### config.mk
export PLATFORM = sky130hd
export DESIGN_NAME = multiword_addsub_seq
export DESIGN_NICKNAME = d
export VERILOG_FILES = /design/src/rtl/multiword_addsub_seq.sv
export SDC_FILE = /design/constraint.sdc
export NUM_CORES = 1
export LEC_CHECK = 0
export BUFFER_PORTS_ARGS = -buffer_cell sky130_fd_sc_hd__buf_2
export CAP_MARGIN = 20
export CELL_PAD_IN_SITES_DETAIL_PLACEMENT = 1
export CELL_PAD_IN_SITES_GLOBAL_PLACEMENT = 1
export CORE_MARGIN = 2
export CORE_UTILIZATION = 30
export DETAILED_ROUTE_END_ITERATION = 12
export GPL_TIMING_DRIVEN = 0
export PLACE_DENSITY_LB_ADDON = 0.08
export SLEW_MARGIN = 20
export SYNTH_ARGS = -nofsm -noshare
export SYNTH_HDL_FRONTEND = slang
export SYNTH_SLANG_ARGS = --single-unit
### constraint.sdc
create_clock -name clk -period 6.41 [get_ports clk]
set_input_delay 1.6025 -clock clk [delete_from_list [all_inputs] [get_ports clk]]
set_output_delay 1.6025 -clock clk [all_outputs]
set_load 0.1 [all_outputs]
### src/rtl/multiword_addsub_seq.sv
// Sequential multi-word two's-complement adder/subtractor: one WIDTH-bit lane per cycle,
// LSB lane first, with the inter-lane carry held in a register.
//
// state | meaning
// IDLE  | waiting for start; operands latched on start
// RUN   | one lane added per cycle, carry chained through a register
// DONE  | one-cycle done pulse; res/cout/overflow valid from here
module multiword_addsub_seq #(
    parameter int WIDTH = 4,
    parameter int WORDS = 4
) (
    input  logic                   clk,
    input  logic                   rst_n,
    input  logic                   start,
    input  logic                   add_n,
    input  logic [WIDTH*WORDS-1:0] a,
    input  logic [WIDTH*WORDS-1:0] b,
    output logic                   busy,
    output logic                   done,
    output logic [WIDTH*WORDS-1:0] res,
    output logic                   cout,
    output logic                   overflow
);

    localparam int N     = WIDTH * WORDS;
    localparam int IDX_W = (WORDS > 1) ? $clog2(WORDS) : 1;
    localparam logic [IDX_W-1:0] LAST_IDX = IDX_W'(WORDS - 1);

    typedef enum logic [1:0] {
        IDLE = 2'd0,
        RUN  = 2'd1,
        DONE = 2'd2
    } state_t;

    state_t           state;
    state_t           state_nxt;
    logic [N-1:0]     a_q;
    logic [N-1:0]     b_q;
    logic             sub_q;
    logic [IDX_W-1:0] idx;
    logic             carry;

    logic [WIDTH-1:0] a_lane;
    logic [WIDTH-1:0] b_lane;
    logic [WIDTH-1:0] bl;
    logic [WIDTH-1:0] r;
    logic             c;
    logic             last;

    always_comb begin
        a_lane = '0;
        b_lane = '0;
        for (int i = 0; i < WORDS; i++) begin
            if (idx == IDX_W'(i)) begin
                a_lane = a_q[i*WIDTH +: WIDTH];
                b_lane = b_q[i*WIDTH +: WIDTH];
            end
        end
    end

    // Subtract is a + ~b + 1; the +1 enters as the initial carry loaded on start.
    assign bl       = b_lane ^ {WIDTH{sub_q}};
    assign {c, r}   = {1'b0, a_lane} + {1'b0, bl} + {{WIDTH{1'b0}}, carry};
    assign last     = (idx == LAST_IDX);

    always_comb begin
        state_nxt = state;
        case (state)
            IDLE:    if (start) state_nxt = RUN;
            RUN:     if (last)  state_nxt = DONE;
            DONE:    state_nxt = IDLE;
            default: state_nxt = IDLE;
        endcase
    end

    always_ff @(posedge clk or negedge rst_n) begin
        if (!rst_n) state <= IDLE;
        else        state <= state_nxt;
    end

    always_ff @(posedge clk or negedge rst_n) begin
        if (!rst_n) begin
            a_q      <= '0;
            b_q      <= '0;
            sub_q    <= 1'b0;
            idx      <= '0;
            carry    <= 1'b0;
            res      <= '0;
            cout     <= 1'b0;
            overflow <= 1'b0;
        end else begin
            case (state)
                IDLE: begin
                    if (start) begin
                        a_q   <= a;
                        b_q   <= b;
                        sub_q <= add_n;
                        idx   <= '0;
                        carry <= add_n;
                    end
                end
                RUN: begin
                    for (int i = 0; i < WORDS; i++) begin
                        if (idx == IDX_W'(i)) res[i*WIDTH +: WIDTH] <= r;
                    end
                    carry <= c;
                    idx   <= idx + 1'b1;
                    if (last) begin
                        cout     <= c;
                        // Signed overflow uses the effective B so it holds for add and subtract.
                        overflow <= (a_lane[WIDTH-1] == bl[WIDTH-1]) &&
                                    (r[WIDTH-1] != a_lane[WIDTH-1]);
                    end
                end
                default: ;
            endcase
        end
    end

    assign busy = (state != IDLE);
    assign done = (state == DONE);

endmodule
==> results_dict.tcl <==
set metrics [dict create \
    rsz0062_at_grt "no" \
    max_slew_margin_pct 50.3 \
    setup_tns_ps 0 \
    outcome "finished, final reports clean" \
    ys_types 33 \
    wl_per_cell_um 15.7 \
    grt_max_degree 57 \
    final_antenna_net_count 0 \
    grt_use_total_pct 13.9 \
    routed_wl_um 6140 \
    crit_type "flip-flop to flip-flop" \
    synth_top_area_share_pct 54.1 \
    synth_warnings 0 \
    path_clk_slew_ps 90 \
    num-fill-cells 946 \
    final_util_pct 37.1 \
    synthCells 225 \
    clk_path_buf_depth 2 \
    cts.sinks 56 \
    worstSetupStartpointType "flip-flop" \
    htreeDepth 2 \
    via_count 1840 \
    fmax_ghz 0.301 \
    ios 56 \
    top_usage_layer "met2" \
    grt_pass1_wl_um 10400 \
    post_cts_buffers 0 \
    tightestPinTransition_ps 746 \
    cts_tree "yes" \
    finalSetupViolations 0 \
    syn-num-nets 270 \
    yosysMostFrequentCell "dfrtp_1" \
    grt_pass1_vias 1956 \
    synth-edff-count 0 \
    drive_gt1_share_pct 37.6 \
    syn_area_um2 2590 \
    drt-initial-drc-count 32 \
    crit_path_end_kind "flip-flop" \
    synth_area_per_cell_um2 11.5 \
    drv_slew 0 \
    met3_usage_pct 2.38 \
    nNetsFinal 332 \
    die_y_um 97.0 \
    worstPathMaxFanout 6 \
    holdWs_ps 481 \
    ctsHoldBuffers 0 \
    yosys.area.top_type "dfrtp_1" \
    drc 0 \
    grtUsageMet2_pct 22.3 \
    ys_seq_elements 56 \
    fin_skew_ps 4.79 \
    grt.met1_usage_pct 19.2 \
    portBuffers 55 \
    hpwl_um 4560 \
    via_per_inst 4.69 \
    synth.area.top_cells "dfrtp_1, mux2_2, o21ai_0, nand2_1, ha_1" \
    synth_ff_type "dfrtp_1" \
    dieArea_um2 9400 \
    hold_violations 0 \
    cap_violations 0 \
    drt_first_pass_iters 4 \
    finalCritPeriodShare_pct 51.9 \
    cts_buffers 5 \
    die_x_um 97.0 \
    gp_congestion 0.743 \
    post_cts_resized 0 \
    critical_path_required_ps 6590 \
    grt-ovfl-total 0 \
    synthArstFlopShare_pct 100 \
    root_buffer "clkbuf_8" \
    initial_core_util_pct 31.2 \
    antenna_found_initial 0 \
    period_needed_ps 3330 \
    syn_to_final_growth_pct 18.8 \
    ys_seq_area_share_pct 54.1 \
    worstPathArrival_ps 3510 \
    core_area_um2 8300 \
    diodes 0 \
    hp-class "flip-flop to flip-flop" \
    synthTopCellsByCount "dfrtp_1, nand2_1, mux2_2" \
    std_cell_rows 33 \
    clk_latency_ps 310 \
]
## flip-flops by register name, indices dropped and copies added (netlist names)
signal / cells
cout: 1
a_q: 16
b_q: 16
carry: 1
res: 16
overflow: 1
sub_q: 1
idx: 2
state: 2
## routing by layer
metal | part of all wire (%) | vias up
met5 | 0 | -
met4 | 1.4 | 0
met3 | 3.6 | 9
met2 | 46 | 39
met1 | 49 | 893
li1 | - | 899
## cells in the final DEF (no fill, tap or decap), drive strengths merged
cell type / instances
buf: 65
dfrtp: 56
nand2: 33
mux2: 30
o21ai: 25
a21oi: 11
inv: 8
clkbuf: 8
ha: 7
nor2b: 7
xnor2: 6
a22oi: 4
a221oi: 3
nand3b: 3
o31ai: 3
nor3: 2
xor2: 2
a21o: 2
a211oi: 2
fa: 2
nor3b: 2
a221o: 1
or2: 1
nand2b: 1
nor2: 1
o21bai: 1
clkinv: 1
## path summary, 6_finish.rpt
| kind | slack, ps | endpoint | depth (start not counted) | startpoint |
|---|---|---|---|---|
| hold reg to reg | 480 | res[5] | 2 | res[5] |
| setup reg to reg | 3080 | res[6] | 10 | idx[0] |
| hold / removal | 480 | res[5] | 2 | res[5] |
| max in group asynchronous | 4570 | res[9] | 1 | rst_n |
| setup / recovery | 3080 | res[6] | 10 | idx[0] |
| min in group asynchronous | 1340 | state[0] | 1 | rst_n |
## critical path, cell delays in order, from the launching register on
cell      delay, ps
dfrtp_1         450
inv_1           110
ha_1            330
nor2b_2         310
a221oi_1        120
o31ai_1         430
xnor2_1         140
fa_1            410
fa_1            430
xor2_1          310
o21ai_0         150
## logic make-up (layout without fill, tap and decap cells)
kind of cell / count (synthesis) / after routing / share of synthesized area (%)
xor+xnor: 8 / 8 / 2.70
flops: 56 / 56 / 54.1
compound gates: 52 / 52 / 12.6
simple gates: 50 / 50 / 9.22
buf+inv: 20 / 82 / 3.47
fa+ha+maj: 9 / 9 / 4.92
mux: 30 / 30 / 13.0
## area by class of cell
type	instances	area (um2)	share of cell area, %
flip-flops and latches	56	1400	45.5
multi-input cells	149	1100	35.8
repair buffers	55	278	9.02
well taps	105	131	4.27
clock buffers	6	72.6	2.36
plain buffers	12	60.1	1.95
inverters	8	30.0	0.975
clock inverters	1	5.00	0.163
## per-stage QoR
stage,instances,worst slack (ps),cell area (um2)
6_report,392,3080,3080
3_5_place_dp,385,3050,3000
5_1_grt,392,2820,3080
3_3_place_gp,385,3120,3000
4_1_cts,392,3020,3080
2_1_floorplan,225,3060,2590
Power is not shown: default switching activity piles up to over one toggle a cycle in this logic, so the estimate is an artifact.
